===== config.mk =====
export PLATFORM = sky130hd
export DESIGN_NAME = pipe_adder_dw
export DESIGN_NICKNAME = d
export VERILOG_FILES = /design/src/rtl/pipe_adder_dw.sv
export SDC_FILE = /design/constraint.sdc
export NUM_CORES = 1
export LEC_CHECK = 0
export CAP_MARGIN = 5
export CORE_MARGIN = 2
export CORE_UTILIZATION = 48
export CTS_CLUSTER_DIAMETER = 40
export DETAILED_ROUTE_END_ITERATION = 10
export PLACE_DENSITY = 0.74
export SYNTH_ARGS = -nofsm -noshare
export SYNTH_HDL_FRONTEND = slang
export SYNTH_SLANG_ARGS = --single-unit

===== constraint.sdc =====
create_clock -name iClk -period 4.7 [get_ports iClk]
set_clock_uncertainty 0.05 [all_clocks]
set_input_delay 0.705 -clock iClk [delete_from_list [all_inputs] [get_ports iClk]]
set_output_delay 0.705 -clock iClk [all_outputs]
set_load 0.05 [all_outputs]

===== src/rtl/pipe_adder_dw.sv =====
// Pipelined add/subtract unit: DW-bit carry chain split into NSTAGE segments, one register per segment.
// Latency NSTAGE cycles (NSTAGE=1 is a registered adder); throughput one beat per cycle.
// Backpressure: en = !oValid || iReady freezes every stage, bubbles included; oReady = en.
//
// Ports:
//   iClk, iReset        clock (rising edge), synchronous active-high reset
//   iValid/oReady       operand handshake; iA, iB, iCin, iSub sampled only on transfer
//   oValid/iReady       result handshake; oZ, oCout, oOvf held stable while stalled
//   iSub=1 computes A-B (iCin ignored), iSub=0 computes A+B+iCin
//   oCout is the raw carry out of the MSB (subtract: 1 = no borrow); oOvf is signed overflow
//
// Optional build macro PIPE_ADDER_DW_SAT_EN: clamp oZ to the signed min/max on overflow
// at the last stage (oOvf and oCout unaffected). Without it oZ is the raw modulo result.

module pipe_adder_dw #(
    parameter int DW     = 16,
    parameter int NSTAGE = 4
) (
    input  logic          iClk,
    input  logic          iReset,
    input  logic          iValid,
    output logic          oReady,
    input  logic [DW-1:0] iA,
    input  logic [DW-1:0] iB,
    input  logic          iCin,
    input  logic          iSub,
    output logic          oValid,
    input  logic          iReady,
    output logic [DW-1:0] oZ,
    output logic          oCout,
    output logic          oOvf
);

    localparam int SEGW = DW / NSTAGE;
    localparam int LAST = NSTAGE - 1;

    // Per-stage state. a/b carry the full operands forward so the last stage
    // can see the operand sign bits; z accumulates result segments low to high.
    logic          vld_q [NSTAGE];
    logic [DW-1:0] a_q   [NSTAGE];
    logic [DW-1:0] b_q   [NSTAGE];
    logic [DW-1:0] z_q   [NSTAGE];
    logic          c_q   [NSTAGE];
    logic          ovf_q;

    // Next-state values; a_d/b_d/vld_d double as the inputs seen by each stage.
    logic          vld_d [NSTAGE];
    logic [DW-1:0] a_d   [NSTAGE];
    logic [DW-1:0] b_d   [NSTAGE];
    logic [DW-1:0] z_d   [NSTAGE];
    logic          c_d   [NSTAGE];
    logic          ovf_d;

    // Carry and partial result arriving at each stage from the one before.
    logic          cin_s [NSTAGE];
    logic [DW-1:0] zin_s [NSTAGE];

    logic [SEGW:0] seg_sum;
    logic          en;

    always_comb begin
        seg_sum = '0;
        ovf_d   = 1'b0;

        en = !vld_q[LAST] || iReady;

        // Subtract is A + ~B + 1, so the carry-in is forced to 1 and iCin dropped.
        a_d[0]   = iA;
        b_d[0]   = iSub ? ~iB : iB;
        cin_s[0] = iSub ? 1'b1 : iCin;
        zin_s[0] = '0;
        vld_d[0] = iValid;

        for (int k = 1; k < NSTAGE; k++) begin
            a_d[k]   = a_q[k-1];
            b_d[k]   = b_q[k-1];
            cin_s[k] = c_q[k-1];
            zin_s[k] = z_q[k-1];
            vld_d[k] = vld_q[k-1];
        end

        // Stage k resolves only bits [k*SEGW +: SEGW]; lower bits pass through.
        for (int k = 0; k < NSTAGE; k++) begin
            seg_sum = {1'b0, a_d[k][k*SEGW +: SEGW]}
                    + {1'b0, b_d[k][k*SEGW +: SEGW]}
                    + {{SEGW{1'b0}}, cin_s[k]};
            z_d[k]                  = zin_s[k];
            z_d[k][k*SEGW +: SEGW]  = seg_sum[SEGW-1:0];
            c_d[k]                  = seg_sum[SEGW];
        end

        // Overflow when both addends share a sign and the raw result's sign differs.
        ovf_d = (a_d[LAST][DW-1] == b_d[LAST][DW-1]) && (z_d[LAST][DW-1] != a_d[LAST][DW-1]);

`ifdef PIPE_ADDER_DW_SAT_EN
        // A non-negative A can only overflow upward, a negative A only downward.
        if (ovf_d) begin
            z_d[LAST] = a_d[LAST][DW-1] ? {1'b1, {(DW-1){1'b0}}} : {1'b0, {(DW-1){1'b1}}};
        end
`endif
    end

    always_ff @(posedge iClk) begin
        if (iReset) begin
            for (int k = 0; k < NSTAGE; k++) begin
                vld_q[k] <= 1'b0;
                a_q[k]   <= '0;
                b_q[k]   <= '0;
                z_q[k]   <= '0;
                c_q[k]   <= 1'b0;
            end
            ovf_q <= 1'b0;
        end else if (en) begin
            for (int k = 0; k < NSTAGE; k++) begin
                vld_q[k] <= vld_d[k];
                a_q[k]   <= a_d[k];
                b_q[k]   <= b_d[k];
                z_q[k]   <= z_d[k];
                c_q[k]   <= c_d[k];
            end
            ovf_q <= ovf_d;
        end
    end

    assign oReady = en;
    assign oValid = vld_q[LAST];
    assign oZ     = z_q[LAST];
    assign oCout  = c_q[LAST];
    assign oOvf   = ovf_q;

endmodule


==> run_results.csv, run 1 <==
group,metric,value,unit
status,status,"finished clean",
pwr,ir_drop,148,uV
clock_tree,clockBufferDepth,2,
clock_tree,clk_pin_slew,0.09,ns
timing,tightest_slew,0.802,ns
synth,synth_top_area_cell,"edfxtp_1",
grt,first_global_vias,2164,
floorplan,core,0.00872,mm^2
pwr,p_sw_frac,0.211,
grt,antenna_found_initial,0,
synth,netlist_instances,298,
grt,grt_pass1_wl,10300,um
pwr,pwr-share-seq,0.578,
worst_setup_path,cpMostUsedCell,"clkdlybuf4s50_1",
final_layout,seq_area,0.00290,mm^2
worst_setup_path,critPathCaptureType,"output pin",
detailed_routing,wirelength,6350,um
min_path,min_from,"z_q[1][4]$_SDFFCE_PN0P_",
clock_tree,clock_sinks,97,
worst_setup_path,r2r_setup_slack,2.25,ns
clock_tree,clk_latency,0.35,ns
synth,yosysUniqueCellTypes,29,
floorplan,fp-row-count,34,
floorplan,pin_count,58,
worst_setup_path,critPathMaxFanout,37,
detailed_routing,firstDrtPassIters,4,
place,place.gp.congestion,0.731,
min_path,holdPathEnd,"z_q[2][4]$_SDFFCE_PN0P_",
worst_setup_path,reg2regPathDepth,5,
detailed_routing,drc_errors,0,
worst_setup_path,required,3.94,ns
detailed_routing,drt-initial-drc-count,122,
floorplan,die_w,99.0,um
detailed_routing,vias_per_cell,4.99,
worst_setup_path,cp_top_family,"buffers and inverters",
synth,synth_flop_cell,"edfxtp_1",
timing,max_freq,303,MHz
floorplan,dieArea,0.00981,mm^2
synth,synth-seq-cells,97,
synth,ys_top_cells_by_area,"edfxtp_1, and3_1, fa_1",
synth,synth_edf_count,96,
worst_setup_path,timing.rr.start,"vld_q[3]$_DFFE_PP_",
synth,avgSynthCellArea,14.5,um^2
worst_setup_path,path_cells,"clkdlybuf4s50_1 -> nor2b_4 -> inv_2 -> clkdlybuf4s50_1",
clock_tree,clock-root-buffer,"clkbuf_8",
job,cap_violations,0,
timing,finalHoldViolCount,0,
synth,synth_fp_nets,356,
place,dp_hpwl,4110,um
worst_setup_path,critPathBufInv,3,
worst_setup_path,critical_path_depth,4,
pwr,total_power,0.00179,W
timing,finalSetupViolCount,0,
timing,rsz0062_at_grt,"false",
worst_setup_path,crit_path_max_incr_delay,0.90,ns
final_layout,fillers,666,
grt,grt_max_degree,52,
synth,synth_warnings,0,
detailed_routing,ant_nets,0,
clock_tree,cts_buffers,9,
pwr,clkPwrFrac,0.307,
clock_tree,cts_hold_buf,0,
clock_tree,post_cts_resized,0,
floorplan,die_h,99.0,um
clock_tree,h-tree-depth,3,
final_layout,multi_input_area,0.00127,mm^2
final_layout,drive_gt1_frac,0.0650,
pwr,p_switching,0.000378,W
final_layout,diodes,0,
synth,ys_async_sr_fraction,0,
worst_setup_path,critical_path_class,"primary input to output pin",
detailed_routing,vias,2305,
worst_setup_path,reg2reg_to,"z_q[2][10]$_SDFFCE_PN0P_",
worst_setup_path,critPathSlowestCell,"clkdlybuf4s50_1",
timing,max-slew-margin-rel,0.464,
min_path,hold_class,"register to register",
timing,finalSetupTns,0,ns
worst_setup_path,crit_path_start_kind,"primary input",
grt,grt-ovfl-total,0,
pwr,powerDensity,347,mW/mm^2
pwr,internal-power,0.00141,W
final_layout,syn2layout_area_growth,18.9,%
clock_tree,postCtsSetupRepairBufs,0,
min_path,worstHoldPathCells,1,
timing,min_period_over_period,0.703,
pwr,power_leakage,2.31,nW
timing,drv_slew,0,
place,io_buffers,57,
timing,post-route-min-period,3.31,ns
worst_setup_path,cp.arrival,2.55,ns
clock_tree,cts_tree,"done",
detailed_routing,post_drt_wl_per_cell,13.7,um
synth,synth_seq_area_share,0.670,
floorplan,start_util,0.497,
grt,grtUsageTotal,0.135,
synth,synth_area,0.00434,mm^2
final_layout,nNetsFinal,408,
synth,yosys.area.top_type_share,0.665,
pwr,combPwrFrac,0.114,
[final cells by class]
type | instances | area share
flip-flops and latches | 97 | 0.563
repair buffers | 61 | 0.119
well taps | 108 | 0.0262
clock buffers | 11 | 0.0255
multi-input cells | 171 | 0.246
clock inverters | 4 | 0.0133
inverters | 10 | 0.00728
[layer usage]
layer	track usage	wire length, um	up-vias	part of all wire
li1	-	-	1187	-
met1	0.182	2870	1056	0.45
met2	0.215	3100	54	0.49
met3	0.0348	291	8	0.046
met4	0.0443	92	0	0.014
met5	0	0	-	0
[cells by family after synthesis]
group	after synthesis	share of synthesized area
AOI/OAI and AO/OA	19	0.0289
muxes	3	0.00693
buffers and inverters	30	0.0401
adders and majority gates	20	0.0716
xor gates and xnor gates	18	0.0364
DFF	97	0.670
and+or+nand+nor	111	0.147
[power by group through the flow]
stage | sequential, W | combinational (W) | clock (W)
after CTS | 0.00103 | 0.000206 | 0.000557
after detailed placement | 0.00105 | 0.000205 | 0
final | 0.00103 | 0.000205 | 0.000549
after floorplan | 0.00108 | 0.000102 | 0
after global routing | 0.00104 | 0.000224 | 0.000590
after global placement | 0.00105 | 0.000199 | 0
[per-stage QoR]
step           hold slack (ns)  setup slack (ns)  instance area (um^2)  instances   util
5_1_grt                  0.518              1.31                  5150        462  0.591
3_5_place_dp             0.485              1.39                  4950        447  0.568
6_report                 0.504              1.39                  5150        462  0.591
4_1_cts                  0.499              1.40                  5150        462  0.591
2_1_floorplan            0.478              1.19                  4340        298      -
3_3_place_gp             0.466              1.41                  4950        447  0.568
[cells in the mapped netlist (5+ instances only)]
cell type and count:
edfxtp_1 96, xnor2_1 14, and3_1 70, buf_6 6
ha_1 12, inv_1 8, nand3_1 7, a21o_1 5
nor2_1 19, clkbuf_1 7, fa_1 8, a21oi_1 9
[cells in the final DEF, fill, tap and decap left out, types with 2 or more instances in the layout]
master	instances
inv_1	8
fa_1	8
nor3_1	2
xor2_1	4
mux2i_1	3
clkdlybuf4s50_1	57
a21oi_1	9
buf_4	3
inv_2	2
or3_1	3
clkbuf_1	2
ha_1	12
clkbuf_8	9
xnor2_1	14
nor2b_1	4
and3_1	70
nand3_1	7
o21ai_0	2
a21o_1	5
nor2_1	19
bufinv_16	2
edfxtp_1	96
nand2_1	2
[flip-flops by register name, summed over array words and instances (netlist names)]
| register | cells |
|---|---|
| z_q | 40 |
| vld_q | 4 |
| oOvf | 1 |
| b_q | 24 |
| c_q | 4 |
| a_q | 24 |
[worst max-delay path by stage]
stage                     startpoint                       end  slack (ns)
after floorplan               iReset  a_q[0][10]$_SDFFCE_PN0P_        1.19
after global placement        iReady                    oReady        1.41
after detailed placement      iReady                    oReady        1.39
after CTS                     iReady                    oReady        1.40
after global routing          iReady                    oReady        1.31
final                         iReady                    oReady        1.39
No activity file was read; power rests on OpenSTA's default activity.
==> run 2: changes to the inputs <==
PLACE_DENSITY = 0.77   (was 0.74)
clock period = 3 ns   (was 4.7 ns; I/O delays follow)
==> run 2 against run 1 <==
Net effect:
- routed wire length decreased by 0.99%
- utilization decreased by 0.10 points
- power grew 47%
- global-route usage is 0.17 points higher
- count of clock-buffer cells in the layout fell by 1
- critical endpoint is now c_q[0]$_SDFFCE_PN0P_
- highest routed layer unchanged
==> run_results.csv, run 2 (synthesized netlist as in run 1, its figures left out) <==
group,metric,value,unit
timing,min_period_over_period,0.826,
pwr,power_leakage,2.31,nW
clock_tree,clk_latency,0.35,ns
job,cap_violations,0,
min_path,holdPathEnd,"oOvf$_SDFFE_PP0N_",
timing,drv_slew,0,
worst_setup_path,crit_path_start_kind,"primary input",
final_layout,regMostFlops,"z_q",
final_layout,stdcell_count,466,
worst_setup_path,r2r_setup_slack,1.04,ns
detailed_routing,post_drt_wl_per_cell,13.5,um
timing,finalHoldViolCount,0,
floorplan,start_util,0.497,
grt,grt_pass1_wl,10300,um
timing,rsz0062_at_grt,"false",
grt,antenna_found_initial,0,
timing,finalSetupTns,0,ns
worst_setup_path,cp.arrival,2.54,ns
clock_tree,post_cts_resized,0,
floorplan,dieArea,0.00981,mm^2
floorplan,pin_count,58,
clock_tree,clk_pin_slew,0.08,ns
place,io_buffers,57,
final_layout,final_util,0.590,
worst_setup_path,reg2regPathDepth,5,
worst_setup_path,reg2reg_to,"c_q[3]$_DFFE_PP_",
grt,first_global_vias,2222,
clock_tree,cts_tree,"done",
clock_tree,h-tree-depth,3,
timing,post-route-min-period,2.48,ns
grt,grt_max_degree,49,
clock_tree,clockBufferDepth,2,
final_layout,final_cell_mix,"edfxtp_1, and3_1, clkdlybuf4s50_1",
pwr,powerDensity,511,mW/mm^2
clock_tree,clock-root-buffer,"clkbuf_8",
final_layout,nNetsFinal,412,
worst_setup_path,critPathCaptureType,"register",
clock_tree,cts_hold_buf,0,
final_layout,fillers,676,
final_layout,seq_area,0.00290,mm^2
detailed_routing,vias,2388,
worst_setup_path,critical_path_class,"primary input to register",
worst_setup_path,critPathMaxFanout,4,
timing,tightest_slew,0.504,ns
floorplan,die_w,99.0,um
grt,grt-ovfl-total,0,
timing,finalSetupViolCount,0,
place,place.gp.congestion,0.733,
timing,hold_ws,0.493,ns
final_layout,diodes,0,
final_layout,syn2layout_area_growth,18.7,%
clock_tree,cts_buffers,9,
detailed_routing,ant_nets,0,
final_layout,largest_reg_flops,40,
clock_tree,clock_sinks,97,
detailed_routing,firstDrtPassIters,4,
timing,max_freq,404,MHz
detailed_routing,vias_per_cell,5.12,
worst_setup_path,timing.rr.start,"a_q[0][44]$_SDFFCE_PN0P_",
detailed_routing,wirelength,6290,um
worst_setup_path,required,3.06,ns
final_layout,reg_top3,"z_q (40), a_q (24), b_q (24)",
min_path,hold_class,"register to register",
grt,grtUsageTotal,0.136,
status,status,"finished clean",
final_layout,multi_input_area,0.00127,mm^2
clock_tree,postCtsSetupRepairBufs,0,
min_path,min_from,"oOvf$_SDFFE_PP0N_",
place,dp_hpwl,4200,um
floorplan,core,0.00872,mm^2
detailed_routing,drc_errors,0,
final_layout,drive_gt1_frac,0.0754,
pwr,ir_drop,195,uV
timing,max-slew-margin-rel,0.663,
floorplan,die_h,99.0,um
detailed_routing,drt-initial-drc-count,92,
floorplan,fp-row-count,34,
place,placed_cells,451,
final_layout,final_common_cell,"edfxtp_1",
min_path,worstHoldPathCells,2,
[run 2: changes by cell type in the layout (fill, tap and decap cells not counted)]
cell             previous run  this run
buf_4                       3         7
bufinv_16                   2         0
clkbuf_1                    2         1
clkinv_1                    1         3
clkdlybuf4s50_1            57        56
clkinvlp_4                  0         1
buf_12                      1         2
[run 2: metal layers]
metal  track usage  wire, um  vias to the layer above
met4        0.0759       154                        0
met2         0.218      3080                       58
met5             0         0                        -
met1         0.171      2760                     1122
li1              -         -                     1197
met3        0.0319       294                       11
[run 2: worst max path at each step]
stage,start,to,slack [ns],cells past startpoint
after CTS,iSub,c_q[0]$_SDFFCE_PN0P_,0.50,7
after global placement,iSub,c_q[0]$_SDFFCE_PN0P_,0.15,7
after detailed placement,iSub,c_q[0]$_SDFFCE_PN0P_,0.11,7
final,iSub,c_q[0]$_SDFFCE_PN0P_,0.52,7
after global routing,iSub,c_q[0]$_SDFFCE_PN0P_,0.44,7
after floorplan,iSub,c_q[0]$_SDFFCE_PN0P_,0.46,8
[run 2: power by group]
part           switching (W)  leakage [nW]  internal (W)  total [W]
logic               0.000163          1.08      0.000155   0.000318
clock network       0.000404        0.0746      0.000287   0.000691
registers          0.0000269          1.15       0.00159    0.00162
[run 2: area by class of cell]
type,instances,share of cell area
clock inverters,5,0.00462
clock buffers,10,0.0248
well taps,108,0.0263
inverters,10,0.00729
repair buffers,65,0.127
multi-input cells,171,0.246
flip-flops and latches,97,0.564
[run 2: worst max-delay path, cell delays in order]
cell and delay (ns):
clkdlybuf4s50_1 0.53, or2_2 0.35, fa_1 0.40, fa_1 0.42
a21o_1 0.20, a21oi_1 0.14, nor2_1 0.05
[run 2: stage by stage]
step                cell area [um^2]  power, W  worst slack [ns]
finish                          5150   0.00263             0.522
global route                    5150   0.00275             0.438
CTS                             5150   0.00265             0.500
detailed placement              4990   0.00197             0.115
global placement                4990   0.00196             0.150
floorplan                       4340   0.00185             0.464
